--- config.mk ---
export PLATFORM = sky130hd
export DESIGN_NAME = axis_requant_flat
export DESIGN_NICKNAME = d
export VERILOG_FILES = /design/src/rtl/sa_pkg.sv /design/src/rtl/axis_requant_if.sv /design/src/rtl/requant_lane.sv /design/src/rtl/axis_requant.sv /design/src/flat_wrapper.sv
export SDC_FILE = /design/constraint.sdc
export NUM_CORES = 1
export LEC_CHECK = 0
export CORE_MARGIN = 2
export CORE_UTILIZATION = 45
export CTS_BUF_LIST = sky130_fd_sc_hd__clkbuf_4 sky130_fd_sc_hd__clkbuf_8 sky130_fd_sc_hd__clkbuf_16
export DETAILED_ROUTE_END_ITERATION = 16
export GPL_ROUTABILITY_DRIVEN = 0
export PLACE_DENSITY = 0.66
export SLEW_MARGIN = 5
export SYNTH_ARGS = -nofsm -noshare
export SYNTH_HDL_FRONTEND = slang
export SYNTH_HIERARCHICAL = 1
export SYNTH_SLANG_ARGS = --single-unit
--- constraint.sdc ---
create_clock -name clk_i -period 23.7 [get_ports clk_i]
set_input_delay 2.37 -clock clk_i [delete_from_list [all_inputs] [get_ports clk_i]]
set_output_delay 2.37 -clock clk_i [all_outputs]
set_load 0.02 [all_outputs]
--- src/rtl/sa_pkg.sv ---
// sa_pkg: arithmetic helpers shared by the systolic array and the stages after it.
//   imax      - integer max, used to size internal datapaths at elaboration
//   sat_s     - saturate a wide signed value to a narrower signed width
//   rnd_const - round-half-up constant added before an arithmetic right shift
//   shr_rnd   - rounding arithmetic right shift (rnd_const + >>>)
// All helpers work on a 64-bit signed carrier. Callers sign-extend in and truncate out.
package sa_pkg;

    localparam int WideW = 64;
    typedef logic signed [WideW-1:0] wide_t;

    function automatic int imax(input int a, input int b);
        return (a > b) ? a : b;
    endfunction

    // Clamp v to [-2^(w-1), 2^(w-1)-1].
    function automatic wide_t sat_s(input wide_t v, input int w);
        wide_t hi;
        wide_t lo;
        hi = (wide_t'(1) <<< (w - 1)) - wide_t'(1);
        lo = -(wide_t'(1) <<< (w - 1));
        if (v > hi) return hi;
        if (v < lo) return lo;
        return v;
    endfunction

    // Half an LSB of the shifted result. Zero when there is no shift.
    function automatic wide_t rnd_const(input int sh);
        if (sh <= 0) return '0;
        return wide_t'(1) <<< (sh - 1);
    endfunction

    function automatic wide_t shr_rnd(input wide_t v, input int sh);
        return (v + rnd_const(sh)) >>> sh;
    endfunction

endpackage

--- src/rtl/axis_requant_if.sv ---
// axis_requant_if: bundle of the requantiser stream and configuration signals.
//   slave  modport : the requantiser's view (s_* and config in, m_* and err_o out)
//   master modport : the producer/consumer view (the mirror image)
// Signal names keep the block's port naming so the bundle reads like the port list.
interface axis_requant_if #(
    parameter int Rows   = 4,
    parameter int Cols   = 8,
    parameter int WidthY = 16,
    parameter int WidthB = 16,
    parameter int WidthO = 8,
    parameter int WidthS = $clog2(WidthY)
) ();

    logic                         s_valid_i;
    logic                         s_ready_o;
    logic                         s_last_i;
    logic [Rows-1:0][WidthY-1:0]  s_data_i;
    logic [Cols-1:0][WidthB-1:0]  bias_i;
    logic [WidthS-1:0]            shift_i;
    logic                         relu_i;
    logic                         m_valid_o;
    logic                         m_ready_i;
    logic                         m_last_o;
    logic [Rows-1:0][WidthO-1:0]  m_data_o;
    logic                         err_o;

    modport slave (
        input  s_valid_i, s_last_i, s_data_i, bias_i, shift_i, relu_i, m_ready_i,
        output s_ready_o, m_valid_o, m_last_o, m_data_o, err_o
    );

    modport master (
        output s_valid_i, s_last_i, s_data_i, bias_i, shift_i, relu_i, m_ready_i,
        input  s_ready_o, m_valid_o, m_last_o, m_data_o, err_o
    );

endinterface

--- src/rtl/requant_lane.sv ---
// requant_lane: combinational math for one lane of the requantiser.
//   Stage-1 half: x_i, bias_i, s1_shift_i -> s1_sum_o = x + bias + rounding constant
//   Stage-2 half: s2_sum_i, s2_shift_i, s2_relu_i -> s2_y_o = sat(relu(sum >>> shift))
// The two halves are independent. The parent places the pipeline register between them.
module requant_lane
    import sa_pkg::*;
#(
    parameter int WidthY   = 16,
    parameter int WidthB   = 16,
    parameter int WidthO   = 8,
    parameter int WidthS   = $clog2(WidthY),
    // Holds x + bias (one carry bit) plus the largest rounding constant
    // the shift field can express. The sum never wraps.
    parameter int WidthSum = imax(imax(WidthY, WidthB), 1 << WidthS) + 2
) (
    input  logic signed [WidthY-1:0]   x_i,
    input  logic signed [WidthB-1:0]   bias_i,
    input  logic        [WidthS-1:0]   s1_shift_i,
    output logic signed [WidthSum-1:0] s1_sum_o,
    input  logic signed [WidthSum-1:0] s2_sum_i,
    input  logic        [WidthS-1:0]   s2_shift_i,
    input  logic                       s2_relu_i,
    output logic signed [WidthO-1:0]   s2_y_o
);

    wide_t sum_w;
    wide_t t_w;

    always_comb begin
        sum_w    = wide_t'(x_i) + wide_t'(bias_i) + rnd_const(int'(s1_shift_i));
        s1_sum_o = WidthSum'(sum_w);
    end

    always_comb begin
        t_w = wide_t'(s2_sum_i) >>> s2_shift_i;
        if (s2_relu_i && (t_w < 0)) begin
            t_w = '0;
        end
        s2_y_o = WidthO'(sat_s(t_w, WidthO));
    end

endmodule

--- src/rtl/axis_requant.sv ---
// axis_requant: requantises the systolic array's output stream.
//   clk_i, rst_i : clock and asynchronous active-high reset
//   bus (slave)  : s_valid_i/s_ready_o/s_last_i/s_data_i  input beats (beat k = column k)
//                  bias_i/shift_i/relu_i                  tile config, taken at col 0
//                  m_valid_o/m_ready_i/m_last_o/m_data_o  output beats
//                  err_o                                  sticky framing error
// The block has two stages with full valid/ready backpressure. Each lane computes
// x + bias[col], a round-half-up arithmetic right shift, an optional ReLU and
// saturation to WidthO.
module axis_requant
    import sa_pkg::*;
#(
    parameter int Rows   = 4,
    parameter int Cols   = 8,
    parameter int WidthY = 16,
    parameter int WidthB = 16,
    parameter int WidthO = 8,
    parameter int WidthS = $clog2(WidthY)
) (
    input  logic            clk_i,
    input  logic            rst_i,
    axis_requant_if.slave   bus
);

    localparam int Stages   = 2;
    localparam int ColW     = (Cols > 1) ? $clog2(Cols) : 1;
    localparam int WidthSum = imax(imax(WidthY, WidthB), 1 << WidthS) + 2;
    localparam logic [ColW-1:0] ColLast = ColW'(Cols - 1);

    // Column tracking, captured config and the sticky error flag.
    logic [ColW-1:0]                col_q, col_d;
    logic                           err_q, err_d;
    logic [Cols-1:0][WidthB-1:0]    bias_q;
    logic [WidthS-1:0]              shift_q;
    logic                           relu_q;

    // Pipeline state
    logic [Stages:1]                vld_pipe_q;
    logic                           last1_q, last2_q;
    logic [Rows-1:0][WidthSum-1:0]  sum1_q;
    logic [WidthS-1:0]              shift1_q;
    logic                           relu1_q;
    logic [Rows-1:0][WidthO-1:0]    data2_q;

    logic                           acc, adv1, adv2, tile_start;
    logic [Cols-1:0][WidthB-1:0]    cur_tbl;
    logic [WidthB-1:0]              cur_bias;
    logic [WidthS-1:0]              cur_shift;
    logic                           cur_relu;
    logic [Rows-1:0][WidthSum-1:0]  lane_sum;
    logic [Rows-1:0][WidthO-1:0]    lane_y;

    // A stage advances when it is empty or the stage after it advances.
    assign adv2          = !vld_pipe_q[2] || bus.m_ready_i;
    assign adv1          = !vld_pipe_q[1] || adv2;
    assign bus.s_ready_o = adv1;
    assign acc           = bus.s_valid_i && adv1;

    // Beat 0 of a tile uses the live config. Later beats use the copy taken at beat 0.
    assign tile_start = (col_q == '0);
    assign cur_tbl    = tile_start ? bus.bias_i  : bias_q;
    assign cur_shift  = tile_start ? bus.shift_i : shift_q;
    assign cur_relu   = tile_start ? bus.relu_i  : relu_q;
    assign cur_bias   = cur_tbl[col_q];

    // An early last or a missing last both mean last != (col at end).
    // In either case the counter goes back to 0, so the next beat starts a new tile.
    always_comb begin
        col_d = col_q;
        err_d = err_q;
        if (acc) begin
            col_d = (bus.s_last_i || (col_q == ColLast)) ? '0 : col_q + ColW'(1);
            err_d = err_q | (bus.s_last_i != (col_q == ColLast));
        end
    end

    for (genvar r = 0; r < Rows; r++) begin : g_lane
        requant_lane #(
            .WidthY   (WidthY),
            .WidthB   (WidthB),
            .WidthO   (WidthO),
            .WidthS   (WidthS),
            .WidthSum (WidthSum)
        ) u_lane (
            .x_i        (bus.s_data_i[r]),
            .bias_i     (cur_bias),
            .s1_shift_i (cur_shift),
            .s1_sum_o   (lane_sum[r]),
            .s2_sum_i   (sum1_q[r]),
            .s2_shift_i (shift1_q),
            .s2_relu_i  (relu1_q),
            .s2_y_o     (lane_y[r])
        );
    end

    always_ff @(posedge clk_i or posedge rst_i) begin
        if (rst_i) begin
            col_q      <= '0;
            err_q      <= 1'b0;
            bias_q     <= '0;
            shift_q    <= '0;
            relu_q     <= 1'b0;
            vld_pipe_q <= '0;
            last1_q    <= 1'b0;
            sum1_q     <= '0;
            shift1_q   <= '0;
            relu1_q    <= 1'b0;
            last2_q    <= 1'b0;
            data2_q    <= '0;
        end else begin
            col_q <= col_d;
            err_q <= err_d;
            if (acc && tile_start) begin
                bias_q  <= bus.bias_i;
                shift_q <= bus.shift_i;
                relu_q  <= bus.relu_i;
            end
            if (adv1) begin
                vld_pipe_q[1] <= bus.s_valid_i;
                last1_q       <= bus.s_valid_i && bus.s_last_i;
                sum1_q        <= lane_sum;
                shift1_q      <= cur_shift;
                relu1_q       <= cur_relu;
            end
            if (adv2) begin
                vld_pipe_q[2] <= vld_pipe_q[1];
                last2_q       <= vld_pipe_q[1] && last1_q;
                data2_q       <= lane_y;
            end
        end
    end

    assign bus.m_valid_o = vld_pipe_q[2];
    assign bus.m_last_o  = last2_q;
    assign bus.m_data_o  = data2_q;
    assign bus.err_o     = err_q;

endmodule
--- src/flat_wrapper.sv ---
// flat-port wrapper written by rule: the top's interface ports become plain ports
module axis_requant_flat import sa_pkg::*;
#(
    parameter int Rows   = 4,
    parameter int Cols   = 8,
    parameter int WidthY = 16,
    parameter int WidthB = 16,
    parameter int WidthO = 8,
    parameter int WidthS = $clog2(WidthY)
)
  (clk_i, rst_i, bus_s_valid_i, bus_s_last_i, bus_s_data_i, bus_bias_i, bus_shift_i, bus_relu_i, bus_m_ready_i, bus_s_ready_o, bus_m_valid_o, bus_m_last_o, bus_m_data_o, bus_err_o);
  axis_requant_if #(.Rows(Rows), .Cols(Cols), .WidthY(WidthY), .WidthB(WidthB), .WidthO(WidthO), .WidthS(WidthS)) bus_i ();
  input  logic clk_i;
  input  logic rst_i;
  input wire logic [$bits(bus_i.s_valid_i)-1:0] bus_s_valid_i;
  input wire logic [$bits(bus_i.s_last_i)-1:0] bus_s_last_i;
  input wire logic [$bits(bus_i.s_data_i)-1:0] bus_s_data_i;
  input wire logic [$bits(bus_i.bias_i)-1:0] bus_bias_i;
  input wire logic [$bits(bus_i.shift_i)-1:0] bus_shift_i;
  input wire logic [$bits(bus_i.relu_i)-1:0] bus_relu_i;
  input wire logic [$bits(bus_i.m_ready_i)-1:0] bus_m_ready_i;
  output wire logic [$bits(bus_i.s_ready_o)-1:0] bus_s_ready_o;
  output wire logic [$bits(bus_i.m_valid_o)-1:0] bus_m_valid_o;
  output wire logic [$bits(bus_i.m_last_o)-1:0] bus_m_last_o;
  output wire logic [$bits(bus_i.m_data_o)-1:0] bus_m_data_o;
  output wire logic [$bits(bus_i.err_o)-1:0] bus_err_o;
  assign bus_i.s_valid_i = bus_s_valid_i;
  assign bus_i.s_last_i = bus_s_last_i;
  assign bus_i.s_data_i = bus_s_data_i;
  assign bus_i.bias_i = bus_bias_i;
  assign bus_i.shift_i = bus_shift_i;
  assign bus_i.relu_i = bus_relu_i;
  assign bus_i.m_ready_i = bus_m_ready_i;
  assign bus_s_ready_o = bus_i.s_ready_o;
  assign bus_m_valid_o = bus_i.m_valid_o;
  assign bus_m_last_o = bus_i.m_last_o;
  assign bus_m_data_o = bus_i.m_data_o;
  assign bus_err_o = bus_i.err_o;
  axis_requant #(.Rows(Rows), .Cols(Cols), .WidthY(WidthY), .WidthB(WidthB), .WidthO(WidthO), .WidthS(WidthS)) u_core (.clk_i(clk_i), .rst_i(rst_i), .bus(bus_i));
endmodule
==> results.json, run 1 <==
{
  "report.final.hold_viol_count": 0,
  "route.detailed.vias_per_inst": 5.91,
  "initial_utilization": 0.457,
  "setup.reg_to_reg.worst_slack_ns": 16.72,
  "r2r_cells": 22,
  "crit_path_end_kind": "flip-flop",
  "grt_max_degree": 111,
  "post_route_setup_tns_ns": 0,
  "design.core.area_um2": 49100,
  "cp_max_fo": 85,
  "worst_path_dominant_cell_family": "simple AND/OR/NAND/NOR gates",
  "timing.rr.end": "u_core/sum1_q[15]",
  "maxSlewViolCount": 0,
  "r2r_start": "u_core/col_q[2]",
  "clockRootBuffer": "sky130_fd_sc_hd__clkbuf_16",
  "setup-violations-final": 0,
  "drt_iter0_drc": 1387,
  "met3_usage": 0.0490,
  "timing.critical_path.mode_cell": "sky130_fd_sc_hd__inv_1",
  "worst_hold_path_type": "reg -> reg",
  "cts_buffers": 31,
  "timing.hold.worst_endpoint": "u_core/bus.err_o",
  "worstHoldPathCells": 1,
  "clock-skew-final_ns": 0.0327,
  "drt_drc_violations_left": 0,
  "finalCriticalPeriod_ns": 6.98,
  "run_status": "complete, no violations",
  "fmax_ghz": 0.143,
  "mostFrequentLayoutCells": "sky130_fd_sc_hd__dfrtp_1, sky130_fd_sc_hd__clkdlybuf4s50_1, sky130_fd_sc_hd__mux2_2",
  "final_cell_count_without_fillers": 2996,
  "crit_chain": "nand2b_4 -> buf_4 -> nand2_1 -> nand2_1 -> buf_4 -> inv_1 -> ha_1 -> nor3_1 -> a21oi_1 -> or4b_2 -> fa_1 -> inv_1 -> ha_1 -> inv_1 -> fa_1 -> nor2b_1 -> o31a_1 -> nor2_1 -> o311a_1 -> o21ai_1 -> xor2_1 -> mux2_2",
  "timing_worst_slew_pin_value_ns": 1.14,
  "rows": 81,
  "antenna_found_initial": 15,
  "grt_setup_unrepaired": "no",
  "synth_seq_area_share": 0.279,
  "cts.htree.levels": 1,
  "wire_length_of_the_first_global_routing_pass_mm": 100,
  "routed_wl_mm": 64.0,
  "post_synth_num_cell_types": 90,
  "dp_hpwl_mm": 45.7,
  "powerDensity_nw_per_um2": 163,
  "mappedNetlistArea_um2": 22400,
  "drtAntennaViolNets": 0,
  "clk_pin_slew_ns": 0.06,
  "grt_use_met1": 0.330,
  "worst_ep_arrival_time_ns": 7.44,
  "min_from": "u_core/bus.err_o",
  "route.vias.total": 17700,
  "setup.worst_path.start_class": "flip-flop",
  "vdd_drop_max_uv": 81.8,
  "cap_violations": 0,
  "grt_pass1_vias": 17600,
  "drive_above_1_share": 0.199,
  "path_type_of_the_worst_setup_path": "reg -> reg",
  "synth_async_sr_flop_share": 1.00,
  "cts_post_setup_buffers_inserted": 0,
  "ioPinCount": 238,
  "grt_use_met2": 0.398,
  "die_outline_area_um2": 51600,
  "dieWidth_um": 227,
  "dieHeight_um": 227,
  "globalRouteTotalUtil": 0.247,
  "crit_buf_inv": 5,
  "insertion_delay_ns": 0.61,
  "critical_path.slowest_cell": "sky130_fd_sc_hd__dfrtp_4",
  "timing.critical_path.required_ns": 24.16,
  "clock_sink_count": 250,
  "syn-mean-instance-area_um2": 10.4,
  "placement.io_buffers": 237,
  "tritoncts_clock_tree": "done",
  "commonest_non_fill_non_tap_cell_in_the_layout": "sky130_fd_sc_hd__dfrtp_1",
  "finish.net_count": 2650,
  "drt-wirelength-per-cell_um": 21.4,
  "synthesis.instances": 2159,
  "yosysWarningCount": 6,
  "dominantRegCellSynth": "sky130_fd_sc_hd__dfrtp_1",
  "cts_hold_repair.buffers": 0,
  "drt_pass1_iterations": 6,
  "maximum_root_to_sink_buffer_count": 3,
  "placed_cell_count": 2927,
  "globalRoute.totalOverflow": 0,
  "synth_edf_count": 0,
  "post_synthesis_sequential_element_count": 250,
  "postSynthNetCount": 2513,
  "slowest_delay_ns": 0.90,
  "global_route.peak_usage_layer": "met2",
  "postCtsResizedCells": 0,
  "slew_headroom": 0.240,
  "post-route-period-util": 0.294,
  "area_growth_syn_to_layout_pct": 16.3,
  "power_leakage_nw": 11.0
}
## logic make-up (layout without fill, tap and decap cells)
family                     after synthesis  count (layout)  share of synthesized area
DFF                                    250             250                      0.279
adders and majority gates              152             152                      0.109
other                                    0              13                          0
muxes                                  388             388                      0.231
and+or+nand+nor                        569             569                      0.151
AOI/OAI and AO/OA                      484             484                      0.151
xor gates and xnor gates                58              58                     0.0227
buffers and inverters                  258             418                     0.0563
## metal layers
layer,vias up,routed length (µm)
li1,8325,-
met5,-,27
met3,108,4160
met4,4,2220
met1,8753,27900
met2,530,29700
## synth_stat cells (all sizes together) (55+ instances only)
cell type / count / share of area
mux2: 289 / 0.16
and3b: 128 / 0.050
o21ai: 76 / 0.017
dfrtp: 250 / 0.28
a21oi: 84 / 0.019
a211oi: 158 / 0.053
fa: 72 / 0.064
nand2: 105 / 0.018
ha: 80 / 0.045
inv: 104 / 0.017
clkbuf: 55 / 0.0094
buf: 97 / 0.029
nor2: 106 / 0.018
## final cells by class
cell class	count	area, µm²
inverters	106	405
multi-input cells	1651	14900
clock inverters	9	144
clock buffers	47	946
well taps	664	831
flip-flops and latches	250	6270
repair buffers	256	2510
diodes	13	32.5
fillers	4393	23000
## worst max path at each step
stage / from / endpoint / depth (start not counted)
4_1_cts: u_core/col_q[2] / u_core/sum1_q[15] / 22
3_5_place_dp: bus_shift_i[0] / u_core/sum1_q[15] / 21
5_1_grt: u_core/col_q[2] / u_core/sum1_q[69] / 24
6_report: u_core/col_q[2] / u_core/sum1_q[15] / 22
3_3_place_gp: bus_shift_i[0] / u_core/sum1_q[15] / 21
2_1_floorplan: rst_i / u_core/bias_q[0] / 1
## worst register-to-register path, stage by stage, from the launching register on
cell	delay [ns]
sky130_fd_sc_hd__dfrtp_4	0.90
sky130_fd_sc_hd__nand2b_4	0.66
sky130_fd_sc_hd__buf_4	0.81
sky130_fd_sc_hd__nand2_1	0.12
sky130_fd_sc_hd__nand2_1	0.09
sky130_fd_sc_hd__buf_4	0.29
sky130_fd_sc_hd__inv_1	0.17
sky130_fd_sc_hd__ha_1	0.32
sky130_fd_sc_hd__nor3_1	0.22
sky130_fd_sc_hd__a21oi_1	0.09
sky130_fd_sc_hd__or4b_2	0.66
sky130_fd_sc_hd__fa_1	0.38
sky130_fd_sc_hd__inv_1	0.07
sky130_fd_sc_hd__ha_1	0.19
sky130_fd_sc_hd__inv_1	0.08
sky130_fd_sc_hd__fa_1	0.41
sky130_fd_sc_hd__nor2b_1	0.19
sky130_fd_sc_hd__o31a_1	0.23
sky130_fd_sc_hd__nor2_1	0.09
sky130_fd_sc_hd__o311a_1	0.38
sky130_fd_sc_hd__o21ai_1	0.15
sky130_fd_sc_hd__xor2_1	0.09
sky130_fd_sc_hd__mux2_2	0.26
## metrics by stage
stage | util | hold slack (ns) | power [mW] | instance area [µm²] | worst slack [ns]
2_1_floorplan | - | 0.457 | 3.06 | 22400 | 14.46
3_3_place_gp | 0.508 | 0.455 | 3.61 | 24900 | 16.61
3_5_place_dp | 0.508 | 0.461 | 3.69 | 24900 | 16.42
4_1_cts | 0.530 | 0.501 | 4.22 | 26000 | 16.79
5_1_grt | 0.531 | 0.510 | 4.58 | 26000 | 16.16
6_report | 0.531 | 0.496 | 4.23 | 26100 | 16.72
## registers in the layout (all words and copies together) (netlist names)
register             flops
u_core/bias_q          128
u_core/sum1_q           72
u_core/bus.m_data_o     32
u_core/shift1_q          4
u_core/shift_q           4
u_core/col_q             3
u_core/vld_pipe_q        2
u_core/bus.err_o         1
u_core/bus.m_last_o      1
u_core/last1_q           1
u_core/relu1_q           1
u_core/relu_q            1
## report_power, final
part / leakage, nW / switching [mW] / internal, mW
Combinational: 7.51 / 1.46 / 1.39
Sequential: 2.93 / 0.236 / 0.638
Clock: 0.541 / 0.197 / 0.307
(Power assumes the default switching activity.)
==> run 2, diff against run 1 <==
--- a/config.mk
+++ b/config.mk
@@ -10,7 +10,7 @@
 export CTS_BUF_LIST = sky130_fd_sc_hd__clkbuf_4 sky130_fd_sc_hd__clkbuf_8 sky130_fd_sc_hd__clkbuf_16
 export DETAILED_ROUTE_END_ITERATION = 16
 export GPL_ROUTABILITY_DRIVEN = 0
-export PLACE_DENSITY = 0.66
+export PLACE_DENSITY = 0.68
 export SLEW_MARGIN = 5
 export SYNTH_ARGS = -nofsm -noshare
 export SYNTH_HDL_FRONTEND = slang
==> constraint.sdc (replaced) <==
create_clock -name clk_i -period 6.4 [get_ports clk_i]
set_input_delay 0.64 -clock clk_i [delete_from_list [all_inputs] [get_ports clk_i]]
set_output_delay 0.64 -clock clk_i [all_outputs]
set_load 0.02 [all_outputs]
==> results.json, run 2 (synthesis results as in run 1) <==
{
  "clockRootBuffer": "sky130_fd_sc_hd__clkbuf_16",
  "setup.worst_path.start_class": "flip-flop",
  "postLayoutSetupSlackWorst_ns": 0.712,
  "finalCriticalPeriod_ns": 5.69,
  "dp_hpwl_mm": 46.4,
  "power_leakage_nw": 11.1,
  "dieHeight_um": 227,
  "cts_hold_repair.buffers": 0,
  "drt_pass1_iterations": 5,
  "mostFrequentLayoutCells": "sky130_fd_sc_hd__dfrtp_1, sky130_fd_sc_hd__clkdlybuf4s50_1, sky130_fd_sc_hd__mux2_2",
  "seq_power_share": 0.203,
  "finalHoldWorstSlack_ns": 0.481,
  "commonest_non_fill_non_tap_cell_in_the_layout": "sky130_fd_sc_hd__dfrtp_1",
  "clk_pin_slew_ns": 0.06,
  "drtAntennaViolNets": 0,
  "power.clock.fraction": 0.124,
  "cap_violations": 0,
  "maxSlewViolCount": 0,
  "critical_path.slowest_cell": "sky130_fd_sc_hd__o311ai_0",
  "setup-violations-final": 0,
  "post_route_setup_tns_ns": 0,
  "area_growth_syn_to_layout_pct": 17.0,
  "drt-wirelength-per-cell_um": 21.4,
  "grt_max_degree": 160,
  "design.core.area_um2": 49100,
  "timing_worst_slew_pin_value_ns": 1.11,
  "vdd_drop_max_uv": 247,
  "slew_headroom": 0.260,
  "crit_chain": "nand2b_4 -> nand2_1 -> nand2_1 -> inv_1 -> ha_1 -> nor3_1 -> o311ai_0 -> nor2_1 -> fa_1 -> ha_1 -> inv_1 -> fa_1 -> nor2b_1 -> o21ai_0 -> a21oi_1 -> nor2_1 -> o311ai_0 -> a21oi_1 -> xor2_1 -> mux2_2",
  "tritoncts_clock_tree": "done",
  "switching_share_of_power": 0.449,
  "grt_pass1_vias": 17900,
  "r2r_cells": 20,
  "crit_buf_inv": 2,
  "placement.io_buffers": 237,
  "drt_iter0_drc": 1454,
  "clock-skew-final_ns": 0.0245,
  "worst_ep_arrival_time_ns": 6.14,
  "timing.hold.worst_endpoint": "u_core/bus.err_o",
  "finish.net_count": 2663,
  "final_cell_count_without_fillers": 3003,
  "registers.top_by_ff_count": "u_core/bias_q",
  "route.vias.total": 18100,
  "p_int_mw": 8.74,
  "worst_path_dominant_cell_family": "compound AO/OA/AOI/OAI gates",
  "cts_post_setup_buffers_inserted": 0,
  "antenna_found_initial": 11,
  "initial_utilization": 0.457,
  "timing.critical_path.required_ns": 6.85,
  "die_outline_area_um2": 51600,
  "grt_setup_unrepaired": "no",
  "wire_length_of_the_first_global_routing_pass_mm": 101,
  "routed_wl_mm": 64.3,
  "path_type_of_the_worst_setup_path": "reg -> reg",
  "p_sw_mw": 7.11,
  "cp_max_fo": 51,
  "post-route-period-util": 0.889,
  "r2r_start": "u_core/col_q[2]",
  "insertion_delay_ns": 0.57,
  "globalRouteTotalUtil": 0.249,
  "setup.reg_to_reg.worst_slack_ns": 0.71,
  "placed_cell_count": 2937,
  "drive_above_1_share": 0.204,
  "final_std_cell_area_no_fill_um2": 26200,
  "ioPinCount": 238,
  "fmax_ghz": 0.176,
  "crit_path_end_kind": "flip-flop",
  "placed_area_um2": 25000,
  "clock_sink_count": 250,
  "min_from": "u_core/bus.err_o",
  "preCtsSetupSlack_ns": 0.757,
  "run_status": "complete, no violations",
  "postCtsResizedCells": 0,
  "report.final.hold_viol_count": 0,
  "power.combinational.fraction": 0.673,
  "globalRoute.totalOverflow": 0,
  "dieWidth_um": 227,
  "worst_hold_path_type": "reg -> reg",
  "report.power.total_mw": 15.8,
  "maximum_root_to_sink_buffer_count": 3,
  "worstHoldPathCells": 1,
  "layout.core_utilization": 0.535,
  "powerDensity_nw_per_um2": 604,
  "cts_buffers": 34,
  "route.detailed.vias_per_inst": 6.02,
  "slowest_delay_ns": 0.72,
  "timing.rr.end": "u_core/sum1_q[35]",
  "cts.htree.levels": 2,
  "rows": 81,
  "drt_drc_violations_left": 0,
  "largest_reg_flops": 128
}
-- run 2: per-layer routing --
metal / share of wire / global-route usage / up-vias / wire (µm)
li1: - / - / 8342 / -
met4: 0.041 / 0.107 / 10 / 2640
met5: 0.0010 / 0 / - / 64
met1: 0.43 / 0.331 / 8945 / 27900
met3: 0.065 / 0.0518 / 142 / 4190
met2: 0.46 / 0.395 / 635 / 29500
-- run 2: worst register-to-register path, stage by stage, from the launching register on --
cell	delay [ns]
sky130_fd_sc_hd__dfrtp_4	0.67
sky130_fd_sc_hd__nand2b_4	0.27
sky130_fd_sc_hd__nand2_1	0.08
sky130_fd_sc_hd__nand2_1	0.28
sky130_fd_sc_hd__inv_1	0.23
sky130_fd_sc_hd__ha_1	0.34
sky130_fd_sc_hd__nor3_1	0.09
sky130_fd_sc_hd__o311ai_0	0.72
sky130_fd_sc_hd__nor2_1	0.14
sky130_fd_sc_hd__fa_1	0.55
sky130_fd_sc_hd__ha_1	0.19
sky130_fd_sc_hd__inv_1	0.06
sky130_fd_sc_hd__fa_1	0.40
sky130_fd_sc_hd__nor2b_1	0.14
sky130_fd_sc_hd__o21ai_0	0.12
sky130_fd_sc_hd__a21oi_1	0.28
sky130_fd_sc_hd__nor2_1	0.09
sky130_fd_sc_hd__o311ai_0	0.37
sky130_fd_sc_hd__a21oi_1	0.13
sky130_fd_sc_hd__xor2_1	0.16
sky130_fd_sc_hd__mux2_2	0.27
-- run 2: how the worst max path moves through the flow --
stage	endpoint	slack, ns	depth (start not counted)	startpoint
after floorplan	u_core/sum1_q[15]	1.0	26	u_core/col_q[0]
after global placement	u_core/sum1_q[68]	0.99	21	bus_shift_i[0]
after detailed placement	u_core/sum1_q[35]	0.76	20	bus_shift_i[1]
after CTS	u_core/sum1_q[35]	0.89	20	u_core/col_q[2]
after global routing	u_core/sum1_q[35]	0.32	22	u_core/col_q[0]
final	u_core/sum1_q[35]	0.71	20	u_core/col_q[2]
-- run 2: layout make-up --
class                   instances  area [µm²]
multi-input cells            1651       14900
clock inverters                10         126
repair buffers                266        2630
diodes                          5        12.5
inverters                     106         402
clock buffers                  51        1040
fillers                      4442       22800
flip-flops and latches        250        6270
well taps                     664         831
-- run 2: power by group through the flow --
stage	Sequential, mW	Clock [mW]	Combinational, mW
after floorplan	2.92	0	8.40
after global placement	3.17	0	10.2
after detailed placement	3.22	0	10.5
after CTS	3.20	2.01	10.6
after global routing	3.33	2.07	11.7
final	3.22	1.97	10.7
==> run 3, diff against run 2 <==
--- a/config.mk
+++ b/config.mk
@@ -10,6 +10,7 @@
 export CTS_BUF_LIST = sky130_fd_sc_hd__clkbuf_4 sky130_fd_sc_hd__clkbuf_8 sky130_fd_sc_hd__clkbuf_16
 export DETAILED_ROUTE_END_ITERATION = 16
 export GPL_ROUTABILITY_DRIVEN = 0
+export HOLD_SLACK_MARGIN = 0.02
 export PLACE_DENSITY = 0.68
 export SLEW_MARGIN = 5
 export SYNTH_ARGS = -nofsm -noshare
==> results of run 3 <==
The final DEF is identical to that of run 2; final timing and power are the same.
==> variant (flow settings as in run 3) <==
`Cols` is set to 8 in 3 places; all go to 16.
--- a/src/rtl/axis_requant_if.sv
+++ b/src/rtl/axis_requant_if.sv
@@ -5,5 +5,5 @@
 interface axis_requant_if #(
     parameter int Rows   = 4,
-    parameter int Cols   = 8,
+    parameter int Cols   = 16,
     parameter int WidthY = 16,
     parameter int WidthB = 16,
--- a/src/rtl/axis_requant.sv
+++ b/src/rtl/axis_requant.sv
@@ -12,5 +12,5 @@
 #(
     parameter int Rows   = 4,
-    parameter int Cols   = 8,
+    parameter int Cols   = 16,
     parameter int WidthY = 16,
     parameter int WidthB = 16,
--- a/src/flat_wrapper.sv
+++ b/src/flat_wrapper.sv
@@ -3,5 +3,5 @@
 #(
     parameter int Rows   = 4,
-    parameter int Cols   = 8,
+    parameter int Cols   = 16,
     parameter int WidthY = 16,
     parameter int WidthB = 16,
Ports: changed (resized bus_bias_i); port bits go from 238 to 366. The function was not compared with the original's and may differ.
==> variant against run 3 <==
  * Final area rose by 31%
  * Worst setup slack got worse by 290 ps
  * Sequential cell count rose by 129
  * First-iteration DRC count rose by 29%
  * Synthesized area rose by 26%
  * Wire length rose by 37%
  * Critical path type unchanged
Power is not shown: default switching activity piles up to over one toggle a cycle in this logic, so the estimate is an artifact.
==> variant: results (changes against run 3) <==
status = complete, no violations
mux share of post-synthesis cell area = 28.9% (+5.8 points)
pre-CTS setup slack = 432 ps (-325 ps)
met2 Use GR = 43.0% (+3.5 points)
Hold Slack = 396 ps (-85.2 ps)
Non-clk invs = 104 (-1.9%)
drt wl/cell = 23.9 µm (+11%)
Critical Path AT = 6460 ps (+320 ps)
initial antenna violation count = 25 (+14)
buffers outside the clock class = 424 (+59%)
share of cells above drive strength 1 = 25.4% (+5.1 points)
Met3 Wirelength = 6510 µm (+55%)
CLK BUF = 59 (+16%)
Mapped Cells = 2,513 (+16%)
dpl hpwl = 65,600 µm (+41%)
met2 WL post-DR = 41,000 µm (+39%)
met1 WL = 35,800 µm (+29%)
Largest register FFs = 256 (+100%)
Multi-Input Combinational = 1,858 (+13%)
FF-to-FF Start = u_core/col_q[3]
area share of fa/ha/maj cells after synthesis = 8.61% (-2.3 points)
Clock buffers and inverters, area share = 4.79% (+0.34 points)
met1 usage = 34.7% (+1.6 points)
relative slew slack = 13.5% (-12 points)
register area share after synthesis = 33.6% (+5.7 points)
first-pass GRT wire length = 134,000 µm (+33%)
IO buf count = 365 (+54%)
worst-skew pair later-pin latency = 630 ps (+60 ps)
critical path's slowest cell = dfrtp_2
FP Rows = 91 (+12%)
Num CTS Buffers = 47 (+38%)
footprint of the multi-input gates = 0.0175 mm² (+17%)
final non-filler cell total = 3,699 (+23%)
Cells after DPL = 3,602 (+23%)
Reg-to-Reg End = u_core/sum1_q[17]
top post-synthesis cells by area = dfrtp_1 34%, mux2_2 17%, mux4_2 7.3%, fa_1 5.1%, ha_1 3.5%
most common cell in the netlist = mux2_2
DR vias/cell = 6.08 (+1.0%)
buffer share of cell area = 12.1% (+2.1 points)
syn nets = 2,994 (+19%)
largest net degree at the start of global routing = 177 (+11%)
compound-gate portion of the synthesized area = 13.0% (-2.2 points)
met3 usage = 6.48% (+1.3 points)
FILL cells = 5,231 (+18%)
Seq cells post-synth = 379 (+52%)
hold crit path type = input port to asynchronous set/reset pin
initial drt markers = 1,870 (+29%)
==> variant: cell count changes after synthesis, sizes merged, moves of 25 or more <==
cell / run 3 / this run
nor4: 39 / 6
nand2: 105 / 143
clkbuf: 55 / 89
a21oi: 84 / 109
mux2: 289 / 440
o21ai: 76 / 117
nor4bb: 2 / 35
mux4: 51 / 111
a211oi: 158 / 69
dfrtp: 250 / 379
and3b: 128 / 16
==> variant: worst max path at each step <==
stage	startpoint	end	slack, ps	cells after the start
after global placement	u_core/col_q[0]	u_core/sum1_q[17]	470	21
after detailed placement	u_core/col_q[1]	u_core/sum1_q[17]	430	21
final	u_core/col_q[3]	u_core/sum1_q[17]	420	21
after global routing	u_core/col_q[0]	u_core/sum1_q[17]	100	25
after floorplan	u_core/col_q[0]	u_core/sum1_q[17]	70	28
after CTS	u_core/col_q[1]	u_core/sum1_q[17]	360	21
